**src/rtl/attention_score_seq.sv**
```systemverilog
// -----------------------------------------------------------------------------
// attention_score_seq
//
// Sequencer for one attention-score step. It does three things in order:
//   1. Kicks the transpose engine so that it builds K^T in its B buffer.
//   2. Copies K^T element by element from the transpose-B read port into
//      the X SRAM. The copy is row-major over (k, n), with k < D_len and
//      n < T, and only one read is outstanding at any time.
//   3. Kicks the GEMM engine and waits for it to complete.
//
// A start request whose D_len is outside 1..DMAX is rejected with a
// one-cycle err pulse, and the sequencer stays idle.
//
// Ports
//   clk, rst            clock; synchronous active-high reset
//   start, abort        request a sequence / abandon the running sequence
//   D_len               head dimension, latched when start is accepted
//   busy, done, err     status: busy while not idle, done and err are
//                       one-cycle pulses
//   tr_start            transpose kick
//   tr_busy, tr_done    transpose handshake inputs
//   tr_b_re             transpose-B read strobe
//   tr_b_row, tr_b_col  transpose-B read address
//   tr_b_rdata          transpose-B read data
//   tr_b_rvalid         transpose-B read data valid
//   x_we                X SRAM write strobe
//   x_k, x_n            X SRAM write address
//   x_wdata, x_wmask    X SRAM write data and byte mask
//   gemm_start          GEMM kick
//   gemm_busy, gemm_done  GEMM handshake inputs
// -----------------------------------------------------------------------------
module attention_score_seq #(
  parameter int T      = 4,
  parameter int DMAX   = 8,
  parameter int DATA_W = 32,
  parameter int BYTE_W = DATA_W / 8,
  parameter int T_W    = (T > 1) ? $clog2(T) : 1,
  parameter int D_W    = (DMAX > 1) ? $clog2(DMAX) : 1
) (
  input  logic              clk,
  input  logic              rst,
  input  logic              start,
  input  logic              abort,
  input  logic [15:0]       D_len,
  output logic              busy,
  output logic              done,
  output logic              err,
  output logic              tr_start,
  input  logic              tr_busy,
  input  logic              tr_done,
  output logic              tr_b_re,
  output logic [31:0]       tr_b_row,
  output logic [31:0]       tr_b_col,
  input  logic [DATA_W-1:0] tr_b_rdata,
  input  logic              tr_b_rvalid,
  output logic              x_we,
  output logic [D_W-1:0]    x_k,
  output logic [T_W-1:0]    x_n,
  output logic [DATA_W-1:0] x_wdata,
  output logic [BYTE_W-1:0] x_wmask,
  output logic              gemm_start,
  input  logic              gemm_busy,
  input  logic              gemm_done
);

  localparam logic [3:0] S_IDLE      = 4'd0;
  localparam logic [3:0] S_TR_KICK   = 4'd1;
  localparam logic [3:0] S_TR_WAIT   = 4'd2;
  localparam logic [3:0] S_RD_REQ    = 4'd3;
  localparam logic [3:0] S_RD_WAIT   = 4'd4;
  localparam logic [3:0] S_WR_X      = 4'd5;
  localparam logic [3:0] S_GEMM_KICK = 4'd6;
  localparam logic [3:0] S_GEMM_WAIT = 4'd7;
  localparam logic [3:0] S_DONE      = 4'd8;

  localparam logic [T_W-1:0] N_LAST = T_W'(T - 1);
  localparam logic [15:0]    D_MAX  = 16'(DMAX);

  logic [3:0]     state;
  logic [3:0]     state_nxt;
  logic [D_W-1:0] k;
  logic [D_W-1:0] k_nxt;
  logic [T_W-1:0] n;
  logic [T_W-1:0] n_nxt;
  logic [15:0]    d_len_q;
  logic           d_len_ok;
  logic           accept;
  logic           reject;
  logic           last_elem;

  // A start is only looked at in IDLE. The head dimension must lie in
  // 1..DMAX; any other value is refused without leaving IDLE.
  assign d_len_ok  = (D_len != 16'd0) && (D_len <= D_MAX);
  assign accept    = (state == S_IDLE) && start && d_len_ok;
  assign reject    = (state == S_IDLE) && start && !d_len_ok;

  // The copy finishes on the element (D_len-1, T-1). The comparison uses
  // the latched D_len, so later changes on the D_len input have no effect.
  assign last_elem = (16'(k) == (d_len_q - 16'd1)) && (n == N_LAST);

  // Next-state logic. Each handshake state waits for its level or pulse
  // from the partner engine. An abort in any non-idle state overrides
  // every other transition and returns the sequencer to IDLE.
  always_comb begin
    state_nxt = state;
    case (state)
      S_IDLE:      if (accept)      state_nxt = S_TR_KICK;
      S_TR_KICK:   if (tr_busy)     state_nxt = S_TR_WAIT;
      S_TR_WAIT:   if (tr_done)     state_nxt = S_RD_REQ;
      S_RD_REQ:                     state_nxt = S_RD_WAIT;
      S_RD_WAIT:   if (tr_b_rvalid) state_nxt = S_WR_X;
      S_WR_X:      state_nxt = last_elem ? S_GEMM_KICK : S_RD_REQ;
      S_GEMM_KICK: if (gemm_busy)   state_nxt = S_GEMM_WAIT;
      S_GEMM_WAIT: if (gemm_done)   state_nxt = S_DONE;
      S_DONE:                       state_nxt = S_IDLE;
      default:                      state_nxt = S_IDLE;
    endcase
    if (abort && (state != S_IDLE)) begin
      state_nxt = S_IDLE;
    end
  end

  // Element counters. They are cleared when a start is accepted and again
  // when the copy begins. They step row-major after each X write: n runs
  // fastest and wraps at T-1 into the next k. The read address for the next
  // element is taken from k_nxt/n_nxt, so it is ready in the same cycle that
  // RD_REQ is entered.
  always_comb begin
    k_nxt = k;
    n_nxt = n;
    if (accept || ((state == S_TR_WAIT) && tr_done)) begin
      k_nxt = '0;
      n_nxt = '0;
    end else if (state == S_WR_X) begin
      if (n == N_LAST) begin
        n_nxt = '0;
        k_nxt = k + D_W'(1);
      end else begin
        n_nxt = n + T_W'(1);
      end
    end
  end

  // State, counters and the latched head dimension.
  always_ff @(posedge clk) begin
    if (rst) begin
      state   <= S_IDLE;
      k       <= '0;
      n       <= '0;
      d_len_q <= '0;
    end else begin
      state <= state_nxt;
      k     <= k_nxt;
      n     <= n_nxt;
      if (accept) begin
        d_len_q <= D_len;
      end
    end
  end

  // Strobe outputs are registered from the next state. Each strobe is
  // therefore high exactly during the cycles the sequencer spends in the
  // matching state. An abort forces the next state to IDLE, so every strobe
  // drops on the following cycle. err is the only strobe that is not tied
  // to a state: it marks a refused start.
  always_ff @(posedge clk) begin
    if (rst) begin
      busy       <= 1'b0;
      done       <= 1'b0;
      err        <= 1'b0;
      tr_start   <= 1'b0;
      tr_b_re    <= 1'b0;
      x_we       <= 1'b0;
      gemm_start <= 1'b0;
    end else begin
      busy       <= (state_nxt != S_IDLE);
      done       <= (state_nxt == S_DONE);
      err        <= reject;
      tr_start   <= (state_nxt == S_TR_KICK);
      tr_b_re    <= (state_nxt == S_RD_REQ);
      x_we       <= (state_nxt == S_WR_X);
      gemm_start <= (state_nxt == S_GEMM_KICK);
    end
  end

  // Address and data outputs are loaded only when their strobe is about to
  // rise, and they hold that value afterwards. The read word is captured
  // straight into x_wdata on the valid cycle in RD_WAIT. A valid seen in
  // any other state never reaches this register.
  always_ff @(posedge clk) begin
    if (rst) begin
      tr_b_row <= '0;
      tr_b_col <= '0;
      x_k      <= '0;
      x_n      <= '0;
      x_wdata  <= '0;
      x_wmask  <= '0;
    end else begin
      if (state_nxt == S_RD_REQ) begin
        tr_b_row <= 32'(k_nxt);
        tr_b_col <= 32'(n_nxt);
      end
      if (state_nxt == S_WR_X) begin
        x_k     <= k;
        x_n     <= n;
        x_wdata <= tr_b_rdata;
        x_wmask <= '1;
      end
    end
  end

endmodule

```
**config.mk**
```make
export PLATFORM = sky130hd
export DESIGN_NAME = attention_score_seq
export DESIGN_NICKNAME = d
export VERILOG_FILES = /design/src/rtl/attention_score_seq.sv
export SDC_FILE = /design/constraint.sdc
export NUM_CORES = 1
export LEC_CHECK = 0
export CORE_MARGIN = 2
export CORE_UTILIZATION = 37
export DETAILED_ROUTE_END_ITERATION = 6
export PLACE_DENSITY = 0.76
export SLEW_MARGIN = 20
export SYNTH_ARGS = -nofsm -noshare
export SYNTH_HDL_FRONTEND = slang
export SYNTH_SLANG_ARGS = --single-unit
```
**constraint.sdc**
```tcl
create_clock -name clk -period 2.2 [get_ports clk]
set_input_delay 0.44 -clock clk [delete_from_list [all_inputs] [get_ports clk]]
set_output_delay 0.44 -clock clk [all_outputs]
set_load 0.005 [all_outputs]
```
==> results, run 1 <==
- The flow ran to the end, but the final reports show violations.
- The checks that failed: setup timing.
- The number of antenna violations at the first check in global routing is 0.
- The setup path with the least slack is of type input pin to flop.
- The number of detailed-routing iterations run before antenna repair is 4.
- The commonest cells after synthesis are 75 x sky130_fd_sc_hd__dfxtp_1, 63 x sky130_fd_sc_hd__buf_4, 58 x sky130_fd_sc_hd__nor2_1.
- The length in cells of the worst reg-to-reg path is 8.
- The global-route usage over all layers is between 10% and 20%.
- The H-tree was split into 3 levels.
- The library cell contributing the largest single delay on the critical path is sky130_fd_sc_hd__or4_1.
- In this run the remaining antenna-violating nets after routing total 0.
- The post-layout instance count excluding filler cells is 650.
- Counting distinct cell types in the post-synthesis netlist gives 56.
- The post-synthesis average cell area is approximately 9.7 um^2.
- Setup repair after global routing could not meet its margin everywhere.
- Registers take approximately 0.0015 mm^2.
- In this run, synthesis produced a sequential element count of 75.
- The final HPWL from detailed placement is just over 6000 um.
- The layout cell share with drive strength beyond 1 is roughly 18%.
- In the final routed layout, each cell accounts on average for 12.9 um.
- The critical path runs through a total of 9 cells.
- Including well taps, the total number of placed cells is between 600 and 700.
- Across the VDD grid, the largest voltage drop is ~0.28 mV.
- The number of enable-type register cells in the synthesized netlist is 0.
- The critical path contains buffers and inverters numbering 2 combined.
- The critical path starts at D_len[0].
- Measured against the total synthesized area, the mux share comes to between 10% and 20%.
- The via count of the first global-routing pass is about 2,700.
- The global placement routability congestion is 0.872.
- The worst register-to-register path begins at d_len_q[0].
- By area, the combinational part of the netlist is dominated by simple AND/OR/NAND/NOR gates.
- Counting the fill cells in the layout gives between 800 and 900.
- Using the TritonRoute via totals, the vias-per-cell ratio works out to around 4.5.
- Setup violations remaining at the end of the flow were counted as 38.
- After detailed routing, the wire length on met1 is approximately 3600 um.
- Compared with the post-synthesis result, the final layout area differs by 45.0%.
- The number of clock sinks seen by CTS is 75.
- The violation count after the first detailed-route iteration is 68.
- The smallest setup slack after layout is -128 ps.
- In the post-synthesis netlist, the cell with the most instances is sky130_fd_sc_hd__dfxtp_1.
- Power spread over the standard cell area amounts to 495 mW/mm^2.
- Summing over every cut layer, the via total after detailed routing is between 2,000 and 3,000.
- The floorplan step set the die height to a little over 100 um.
- The synthesized netlist devotes a little under a fifth of its cell area to simple gates.
- For the worst setup path, the data required time is between 2000 and 2500 ps.
- 0 antenna diodes ended up in the layout.
- Timing analysis after detailed placement gives a worst setup slack of -452 ps.
- The maximum fanout encountered on the critical timing path is 5.
- The met2 wire length is ~4200 um.
- At the end of the flow the core is filled with cells to between 50% and 60%.
- The count of endpoints failing hold in the final timing report is 0.
- The final layout contains routed wiring with a total length of between 8000 and 9000 um.
- The effective utilization at floorplan is 38.4%.
- By area the synthesized netlist is led by sky130_fd_sc_hd__dfxtp_1 42%, sky130_fd_sc_hd__buf_4 13%, sky130_fd_sc_hd__mux2i_1 11%.
- The fraction of the cycle the final worst path needs is 106%.
- The final number of max-transition violations is 0.
- The largest stage delay on the critical path is about 550 ps.
- The most instantiated flip-flop cell in the synthesis netlist is sky130_fd_sc_hd__dfxtp_1.
- ~170 I/O pins were placed.
- For this run, design rule violations remaining after detail routing come to 0.
- The first global-routing pass estimated roughly 12,000 um of wire.
- After the last flow step, the layout net total stands at around 580.
- The tightest min-delay check is of the flop to flop type.
- Of the post-synthesis cell area, the dominant cell type holds about two fifths.
- In the synthesized netlist the async set-or-reset flop fraction comes to 0%.
- The cell area after technology mapping is between 0.003 and 0.004 mm^2.
- In the synthesized netlist, the number of instances is 370.
- The maximum clock path buffer count is 2.
- The endpoint of the lowest-slack register-to-register path is tr_b_row[2].
- Port buffering added 109 buffers.
- The CTS tree is yes.
- Following the worst setup path forward leads to its endpoint at tr_b_row[2].
- The synthesized netlist devotes between 1.5 and 2% of its cell area to XOR and XNOR gates.
- The number of cells on the worst hold path is 1.
- The top achievable clock speed is roughly 0.43 GHz.
- The overflow left after global routing is 0.
- The site row count is 35.
- After clock tree synthesis, the clock-pin slew on the worst setup and hold paths is about 80 ps.
- The largest area contributor in the netlist is sky130_fd_sc_hd__dfxtp_1.
- In the final layout, the multi-input gates occupy roughly 0.0018 mm^2.
- The slack of the worst reg-to-reg path is -70 ps.
- For this design the static power due to leakage is 2.03 nW.
- The area fraction in compound gates after synthesis is about 6%.
- In this run the horizontal extent of the chip is roughly 100 um.
- Data arrives at the worst endpoint at 2560 ps.
- Of the total synthesized cell area, the portion taken by full adders, half adders and majority gates is 1.05%.
- The register area share after synthesis is about two fifths.
- The tool flagged a number of max-cap violations equal to 0.
- STA classifies the critical path endpoint as a flop.
- Entering global routing, the biggest net connects 33 pins.
- The overall die area is 0.0105 mm^2.
- Clock latency on the worst-skew pair, taken at its later pin, is roughly 350 ps.
- The detailed router used layers up to and including met4.
- The maximum clock skew at final layout is 11.3 ps.
- The largest delay contributor family on the critical path is simple AND/OR/NAND/NOR gates.
- For the final routed database, the setup TNS stands at -1660 ps.
- Traced cell by cell, the critical path runs through clkdlybuf4s50_1 -> or4_1 -> nand3_2 -> nor3_4 -> buf_4 -> a21oi_1 -> o21ai_1 -> and3b_2 -> mux2_4.
- The placeable core area is 0.00933 mm^2.
- The library cell used as clock root buffer is sky130_fd_sc_hd__clkbuf_8.
- After detailed routing, the met3 layer carries 417 um of wire.
- The number of warnings reported in the yosys synthesis log is 0.
- The number of clock buffers added by TritonCTS is 9.
- The sort of element at the start of the critical path is an input pin.
- The time the worst path needs with I/O delays and setup is ~2300 ps.
[what timing repair did]
| item | CTS | global route |
|---|---|---|
| setup endpoints to repair | 45 | 47 |
| hold buffers | 0 | 0 |
| gates resized for setup | 10 | 11 |
| pin swaps | 8 | 6 |
| cloned | 2 | 2 |
| buffers inserted | 3 | 1 |
[metal layers]
| metal | track usage, % | vias to the layer above |
|---|---|---|
| met3 | 3.56 | 14 |
| li1 | - | 1427 |
| met1 | 17.9 | 1362 |
| met5 | 0 | - |
| met4 | 6.67 | 0 |
| met2 | 27.1 | 93 |
[cell type report]
type	count	share of cell area [%]
clock buffer	11	2.53
tap	129	3.11
multi-input combinational	271	34.2
sequential	75	29.0
clock inverter	5	1.20
timing repair buffer	154	29.6
inverter	5	0.361
[cell families after synthesis]
| family | after synthesis |
|---|---|
| muxes | 46 |
| other | 1 |
| buffers and inverters | 82 |
| AOI/OAI and AO/OA | 30 |
| xor gates and xnor gates | 5 |
| and+or+nand+nor | 128 |
| adders and majority gates | 3 |
| DFF | 75 |
[worst min-delay path by stage]
stage	to	start	slack (ps)
3_5_place_dp	d_len_q[15]	d_len_q[15]	450
6_report	d_len_q[15]	d_len_q[15]	470
3_3_place_gp	d_len_q[15]	d_len_q[15]	440
2_1_floorplan	d_len_q[15]	d_len_q[15]	430
4_1_cts	d_len_q[15]	d_len_q[15]	470
5_1_grt	d_len_q[14]	d_len_q[14]	490
[sequential cells by signal, indices dropped and copies added, names as in the netlist, 2 cells and up]
name      cells
x_wdata      32
d_len_q      16
state         4
k             3
tr_b_row      3
x_k           3
n             2
tr_b_col      2
x_n           2
[stage by stage]
stage	area (um^2)	power (mW)	hold WS, ps
after floorplan	3800	1.51	431
after global placement	4790	1.55	443
after detailed placement	4790	1.56	446
after CTS	5090	2.61	472
after global routing	5190	2.69	495
final	5190	2.57	471
[where the power goes]
part	leakage [nW]	switching (mW)	internal (mW)
Clock	0.0901	0.515	0.531
Combinational	1.33	0.0682	0.102
Sequential	0.606	0.000214	1.36
Total	2.03	0.584	1.99
[worst reg2reg max path: stages (launching register included)]
cell and delay (ps):
sky130_fd_sc_hd__dfxtp_2 330, sky130_fd_sc_hd__buf_4 150, sky130_fd_sc_hd__o41ai_2 310, sky130_fd_sc_hd__nand2_1 100, sky130_fd_sc_hd__a211oi_2 260, sky130_fd_sc_hd__o211ai_1 220, sky130_fd_sc_hd__and2_4 190, sky130_fd_sc_hd__and3b_2 280
sky130_fd_sc_hd__mux2_4 320
[placed cells by master, fill, tap and decap left out, types with 2 or more instances in the layout]
cell,n
sky130_fd_sc_hd__mux2i_2,2
sky130_fd_sc_hd__o31ai_1,2
sky130_fd_sc_hd__nor2_1,58
sky130_fd_sc_hd__a31oi_1,4
sky130_fd_sc_hd__clkbuf_1,2
sky130_fd_sc_hd__nor4_1,4
sky130_fd_sc_hd__nand4_1,2
sky130_fd_sc_hd__conb_1,59
sky130_fd_sc_hd__nand3_1,4
sky130_fd_sc_hd__o21ai_0,3
sky130_fd_sc_hd__dfxtp_2,4
sky130_fd_sc_hd__nor3_4,2
sky130_fd_sc_hd__ha_4,2
sky130_fd_sc_hd__nor2b_1,8
sky130_fd_sc_hd__buf_12,2
sky130_fd_sc_hd__dfxtp_1,71
sky130_fd_sc_hd__a21oi_1,6
sky130_fd_sc_hd__and2_1,12
sky130_fd_sc_hd__mux2i_1,39
sky130_fd_sc_hd__nor3b_1,2
sky130_fd_sc_hd__xor2_1,4
sky130_fd_sc_hd__nor3_2,2
sky130_fd_sc_hd__or3_1,2
sky130_fd_sc_hd__inv_2,2
sky130_fd_sc_hd__buf_4,37
sky130_fd_sc_hd__clkinvlp_4,2
sky130_fd_sc_hd__clkdlybuf4s50_1,108
sky130_fd_sc_hd__or4_1,2
sky130_fd_sc_hd__mux2_4,5
sky130_fd_sc_hd__buf_16,2
sky130_fd_sc_hd__clkbuf_8,9
sky130_fd_sc_hd__clkbuf_16,2
sky130_fd_sc_hd__and2_4,2
sky130_fd_sc_hd__nand2_1,11
sky130_fd_sc_hd__nand4b_1,3
sky130_fd_sc_hd__inv_1,3
sky130_fd_sc_hd__nor3_1,4
No activity file was read; power rests on OpenSTA's default activity.
==> run 2: changes to the inputs <==
--- a/config.mk
+++ b/config.mk
@@ -6,9 +6,10 @@
 export NUM_CORES = 1
 export LEC_CHECK = 0
 export CORE_MARGIN = 2
-export CORE_UTILIZATION = 37
+export CORE_UTILIZATION = 38
+export CTS_BUF_LIST = sky130_fd_sc_hd__clkbuf_8
 export DETAILED_ROUTE_END_ITERATION = 6
-export PLACE_DENSITY = 0.76
+export PLACE_DENSITY = 0.78
 export SLEW_MARGIN = 20
 export SYNTH_ARGS = -nofsm -noshare
 export SYNTH_HDL_FRONTEND = slang
==> results, run 2 (synthesis results as in run 1) <==
- Detailed routing inserted a total of between 2,000 and 3,000 vias.
- In this run the vertical extent of the chip is 101 um.
- The nature of the critical path endpoint is a flop.
- The number of flip-flops under the largest register name is 32.
- The library cell used as clock root buffer is sky130_fd_sc_hd__clkbuf_8.
- The post-route netlist has 18.8% of its cells at a drive strength greater than 1.
- The clock latency on the worst-skew pair is 350 ps.
- The placeable core area is slightly above 0.009 mm^2.
- The count of nets left with antenna violations after detail routing is 0.
- The number of antenna violations at the first check in global routing is 0.
- The via count of the first global-routing pass is 2,690.
- The endpoint of the lowest-slack register-to-register path is x_wdata[25].
- The layout has 786 filler cells.
- The pre-antenna-repair detailed-routing pass consisted of 4 iterations.
- For the final database, setup skew stands at between 8 and 9 ps.
- Wires add up to between 8000 and 9000 um.
- The first global-routing pass estimated 12,200 um of wire.
- The clock tree synthesis step divided the H-tree into 3 levels.
- For this run, design rule violations remaining after detail routing come to 0.
- The hold path startpoint is d_len_q[15].
- After clock tree synthesis, the flow added hold-fix buffers numbering 0.
- Along the worst path, the maximum fanout reaches 10.
- The area growth from synthesis to layout is 46.9%.
- The top achievable clock speed is 0.435 GHz.
- At the end of the flow the core is filled with cells to a little under three fifths.
- The power density relative to cell area is 517 mW/mm^2.
- In the layout the commonest cells are 108 x sky130_fd_sc_hd__clkdlybuf4s50_1, 72 x sky130_fd_sc_hd__dfxtp_1, 59 x sky130_fd_sc_hd__conb_1, 58 x sky130_fd_sc_hd__nor2_1, 38 x sky130_fd_sc_hd__mux2i_1.
- The initialized floorplan defines 35 standard-cell rows.
- Counting tap cells, the placed design contains a total of roughly 610 instances.
- The slack of the worst reg-to-reg path is -100 ps.
- The number of cells on the worst hold path is 1.
- Setup slack on the critical path of the routed design comes to -99.1 ps.
- The area taken by flip-flops and latches is around 0.0015 mm^2.
- The final reports fail on setup timing.
- The analysis attributes to cell leakage a power of between 2 and 2.5 nW.
- The worst slack at placement is -479 ps.
- The instance area after placement is between 0.004 and 0.005 mm^2.
- The required time of the critical path is 2440 ps.
- The die boundary width is between 100 and 150 um.
- The largest registers in the layout are x_wdata (32), d_len_q (16), state (4).
- After detailed routing, the number of vias per cell comes to around 4.6.
- The power after layout is between 2 and 3 mW.
- VDD sags by at most about 0.32 mV.
- Global routing used between 10 and 15% of the available tracks across all layers.
- The worst hold path terminates at d_len_q[15].
- The pin count of the biggest net entering global routing is 21.
- The number of buffers created by CTS is 9.
- Leaving out fill and tap cells, the most frequent cell in the layout is sky130_fd_sc_hd__clkdlybuf4s50_1.
- After layout, the minimum clock period comes to ~2300 ps.
- The number of primary I/O pins is between 150 and 200.
- Summing all multi-input logic gate instances after layout gives between 0.0015 and 0.002 mm^2.
- The fraction of the cycle the final worst path needs is 105%.
- The clock-pin slew on the worst setup and hold paths is roughly 80 ps.
- The repair_antennas step left the layout with diodes totalling 0.
- The maximum clock path buffer count is 2.
- The final number of max-transition violations is 0.
- Adding up every negative setup slack in the final design gives -2840 ps.
- In the final routed layout, each cell accounts on average for 13.4 um.
- The count of endpoints failing hold in the final timing report is 0.
- The critical path start-end classification is flop to flop.
- The die covers approximately 0.01 mm^2.
- TritonCTS built the clock tree.
- The max capacitance violation total is 0.
- The post-layout instance count excluding filler cells is roughly 630.
- Measured in cells, the most critical reg-to-reg path has a length of 10.
- The final count of negative-setup-slack endpoints is 44.
- The launch instance of the worst register-to-register path is d_len_q[1].
- The flow ran to the end, but the final reports show violations.
- The net count of the finished layout is 577.
- Setup repair after global routing could not meet its margin everywhere.
- Data on the critical path arrives at its endpoint at between 2000 and 3000 ps.
- After legalization and detailed placement, the total HPWL measured about 6000 um.
- The global placement routability congestion is about 0.86.
- The finished cells cover ~0.0053 mm^2.
- The type of the tightest min-delay check is flop to flop.
- In this run the tool buffered the top-level ports with 109 buffer cells.
- The total overflow left after global routing is 0.
- The sort of element at the start of the critical path is a flop.
- The worst hold slack is 464 ps.
- The number of clock sinks seen by CTS is between 70 and 80.
- Ranked by flip-flop count, first place goes to x_wdata.
- The violation count after the first detailed-route iteration is 73.
- The effective utilization at floorplan is between 30% and 40%.
-- run 2: cell types whose count changed in the layout (fill, tap and decap cells not counted), moves of 2 or more --
| cell | before | now |
|---|---|---|
| sky130_fd_sc_hd__buf_6 | 1 | 3 |
| sky130_fd_sc_hd__clkbuf_1 | 2 | 0 |
| sky130_fd_sc_hd__clkbuf_8 | 9 | 11 |
| sky130_fd_sc_hd__buf_16 | 2 | 0 |
-- run 2: worst max-delay path: stages, from the launching register on --
cell and delay [ps]:
sky130_fd_sc_hd__dfxtp_2 330, sky130_fd_sc_hd__buf_6 130, sky130_fd_sc_hd__o41ai_2 350, sky130_fd_sc_hd__nand2_1 110
sky130_fd_sc_hd__a211oi_2 250, sky130_fd_sc_hd__o211ai_1 210, sky130_fd_sc_hd__a21oi_4 220, sky130_fd_sc_hd__buf_12 160
sky130_fd_sc_hd__clkbuf_16 170, sky130_fd_sc_hd__mux2i_1 190, sky130_fd_sc_hd__nor2_1 60
-- run 2: where the power goes --
| part | internal (mW) | switching [mW] | leakage (nW) |
|---|---|---|---|
| Combinational | 0.103 | 0.0687 | 1.33 |
| Sequential | 1.36 | 0.000295 | 0.606 |
| Clock | 0.695 | 0.497 | 0.117 |
-- run 2: layer usage --
metal / GRT usage [%] / part of all wire [%]
met1: 16.8 / 41
met2: 27.0 / 52
met3: 4.30 / 6.1
met4: 5.09 / 1.6
met5: 0 / 0
-- run 2: worst max path at each step --
stage                     startpoint          end  slack, ps  cells after the start
after floorplan             D_len[4]  x_wdata[10]         20                      9
after global placement      D_len[4]  tr_b_row[2]       -400                      8
after detailed placement    D_len[0]  tr_b_row[1]       -480                      8
after CTS                 d_len_q[1]  tr_b_row[0]        -80                      9
after global routing      d_len_q[1]       x_n[1]       -250                     10
final                     d_len_q[1]  x_wdata[25]       -100                     10
-- run 2: repair_timing --
item                                   CTS  global route
resized for setup                       10            18
endpoints found under the hold margin    0             0
cloned                                   0             3
pin swaps                                7            15
setup endpoints to repair               42            47
setup buffers                            0             2
-- run 2: area by class of cell --
type	instances	share of cell area (%)
clock buffer	11	2.88
clock inverter	5	1.45
inverter	5	0.357
multi-input combinational	271	34.8
sequential	75	28.6
tap	111	2.64
timing repair buffer	155	29.3
==> run 3: changes to the inputs <==
==> constraint.sdc (replaced) <==
create_clock -name clk -period 2 [get_ports clk]
set_input_delay 0.4 -clock clk [delete_from_list [all_inputs] [get_ports clk]]
set_output_delay 0.4 -clock clk [all_outputs]
set_load 0.005 [all_outputs]
==> results, run 3 (synthesis results as in run 1) <==
- The number of antenna violations at the first check in global routing is 0.
- The worst register-to-register path has a depth of 11.
- The count of nets left with antenna violations after detail routing is 0.
- The tree is rooted in a sky130_fd_sc_hd__clkbuf_8.
- The endpoint of the worst hold-timing path is x_k[1].
- The hold-fix buffer count after cts is 0.
- The sort of element at the start of the critical path is a flop.
- Entering global routing, the biggest net connects 54 pins.
- The summed area of non-filler cells in the final layout is roughly 0.0054 mm^2.
- The global-route usage over all layers is approximately 16%.
- The register containing the most flip-flops in the final layout is x_wdata.
- At the end of the flow, the number of nets in the layout was between 500 and 600.
- The maximum fanout encountered on the critical timing path is 6.
- Power spread over the standard cell area amounts to 568 mW/mm^2.
- The routed design could run at a clock period as short as about 2300 ps.
- The largest stage delay on the critical path is roughly 380 ps.
- For flop-to-flop paths, the worst setup slack is -340 ps.
- The height of the chip is 101 um.
- The post-layout instance count excluding filler cells is between 600 and 700.
- The max capacitance violation total is 0.
- The final reports fail on setup timing.
- The total area inside the core boundary comes to 0.00920 mm^2.
- The type of the tightest min-delay check is input pin to flop.
- The aggregate routed wire length is approximately 8600 um.
- Among all stages on the critical path, the largest delay is contributed by sky130_fd_sc_hd__dfxtp_4.
- Static timing analysis puts the maximum clock frequency at between 0.4 and 0.5 GHz.
- The worst-case IR drop observed on VDD is 0.498 mV.
- The filler cells instantiated in the layout total approximately 790.
- Walking the worst path, the cells encountered are inv_4 -> ha_4 -> xor2_1 -> nand4_1 -> a211oi_2 -> o211ai_1 -> a21oi_4 -> buf_4 -> clkbuf_16 -> mux2i_1 -> nor2_1.
- The final routed wire length divided by cell count is about 13 um.
- The clock network fraction of total power is between 40 and 50%.
- The DRC violation count after routing is 0.
- The global-route wire length before repair is ~13,000 um.
- The critical path start-end classification is flop to flop.
- 0 antenna diodes ended up in the layout.
- The tightest hold path in the finished design has a slack of roughly 370 ps.
- The mean number of vias per cell is between 4 and 5.
- The library cell used most frequently in the layout, excluding fill and tap cells, is sky130_fd_sc_hd__clkdlybuf4s50_1.
- In this run the count of I/O pins placed on the die edge is around 170.
- The final route contains approximately 3,000 vias.
- The effective utilization at floorplan is between 30% and 40%.
- The leakage power summed over all cells is ~2.1 nW.
- The die is between 100 and 150 um wide.
- The number of buffers created by CTS is 9.
- At the later pin of the worst-skew pair, clock insertion delay measures 350 ps.
- The aggregate negative setup slack is -13,660 ps.
- The final number of max-transition violations is 0.
- The area growth from synthesis to layout is 49.8%.
- The floorplan step defined a die boundary enclosing 0.0102 mm^2.
- The required time of the critical path is ~2200 ps.
- In this run the critical register-to-register path is captured at x_wdata[4].
- The final HPWL from detailed placement is just over 6000 um.
- In this run the core area contains 35 standard-cell rows.
- The number of flip-flops under the largest register name is 32.
- Of the cells placed in the final design, the portion with a size suffix greater than 1 is roughly a fifth.
- The count of endpoints failing hold in the final timing report is 0.
- Setup repair after global routing could not meet its margin everywhere.
- The startpoint identified for the worst register-to-register timing path is d_len_q[0].
- During placement, the flow inserted port buffers numbering 109.
- The via count of the first global-routing pass came to about 2,800.
- The combinational share of power is ~6.5%.
- The final count of negative-setup-slack endpoints is 47.
- The number of cells on the worst hold path is 2.
- In this run the cell area measured after placement is 0.00492 mm^2.
- Across the routed clock network, the largest skew measured is 14.6 ps.
- The largest registers in the layout are x_wdata (32), d_len_q (16), state (4).
- CTS saw between 70 and 80 sinks.
- The endpoint arrival time on the critical path is ~2600 ps.
- The maximum clock path buffer count is 2.
- In this run, the number of DRC markers left after iteration 0 of detailed routing was 29.
- The clock-pin slew on the worst setup and hold paths is about 80 ps.
- The top cell types in the final layout, fill and taps aside, are 108 x sky130_fd_sc_hd__clkdlybuf4s50_1, 71 x sky130_fd_sc_hd__dfxtp_1, 59 x sky130_fd_sc_hd__conb_1, 56 x sky130_fd_sc_hd__nor2_1, 49 x sky130_fd_sc_hd__buf_4.
- The net switching power is roughly 0.71 mW.
- The register share of total power is 48.9%.
- The CTS tree is yes.
- The number of detailed-routing iterations run before antenna repair is 4.
- Power comes to approximately 3.0 mW.
- The run finished, with violations left.
- Cell internal power was estimated by the tool at around 2.3 mW.
- STA classifies the critical path endpoint as a flop.
- The share of total power consumed by net switching is between 20% and 30%.
- Summed over all layers, the global routing overflow is 0.
- The smallest setup slack after layout is -341 ps.
- The global placement routability congestion is between 0.8 and 0.9.
- The fraction of the cycle the final worst path needs is 117%.
- The hold path startpoint is rst.
- CTS built an H-tree with a depth of 3.
- Including well taps, the total number of placed cells is 620.
run 3: area by class of cell:
| type | instances | area [um^2] | share of cell area [%] |
|---|---|---|---|
| Tap cell | 111 | 139 | 2.59 |
| Multi-Input combinational cell | 271 | 1830 | 34.2 |
| Timing Repair Buffer | 167 | 1630 | 30.4 |
| Clock buffer | 9 | 124 | 2.31 |
| Clock inverter | 7 | 106 | 1.98 |
| Sequential cell | 75 | 1510 | 28.2 |
| Inverter | 5 | 21.3 | 0.396 |
run 3: power by group through the flow:
| stage | clock [mW] | sequential, mW | combinational [mW] |
|---|---|---|---|
| detailed placement | 0 | 1.53 | 0.196 |
| finish | 1.36 | 1.49 | 0.200 |
| global placement | 0 | 1.53 | 0.194 |
| floorplan | 0 | 1.53 | 0.138 |
| CTS | 1.39 | 1.49 | 0.197 |
| global route | 1.49 | 1.49 | 0.218 |
run 3: what timing repair did:
action,4_1_cts,5_1_grt
pin swaps,3,10
setup endpoints to repair,47,51
gates cloned,1,2
buffers inserted,2,7
gates resized for setup,9,17
run 3: how the worst max path moves through the flow:
stage,from,end
after floorplan,D_len[5],x_wdata[10]
after global placement,D_len[5],tr_b_row[0]
after detailed placement,D_len[5],x_wdata[25]
after CTS,d_len_q[0],x_wdata[23]
after global routing,d_len_q[0],x_wdata[4]
final,d_len_q[0],x_wdata[4]
run 3: critical path: cells and delay by family (launching register included):
kind                       cells  cell delay (ps)
AOI/OAI and AO/OA              3              750
xor gates and xnor gates       1              130
adders and majority gates      1              250
buffers and inverters          3              340
DFF                            1              380
muxes                          1              190
and+or+nand+nor                2              180
run 3: layer usage:
metal / wire length (um) / vias to the layer above / track usage, %
li1: - / 1449 / -
met5: 0 / - / 0
met2: 4550 / 100 / 29.9
met1: 3520 / 1374 / 18.3
met3: 465 / 4 / 4.44
met4: 41 / 0 / 4.47
run 3: stage by stage:
stage | utilization, % | worst slack [ps]
finish | 58.4 | -341
global route | 58.4 | -483
CTS | 56.8 | -323
detailed placement | 53.5 | -591
global placement | 53.5 | -513
floorplan | - | -94.1
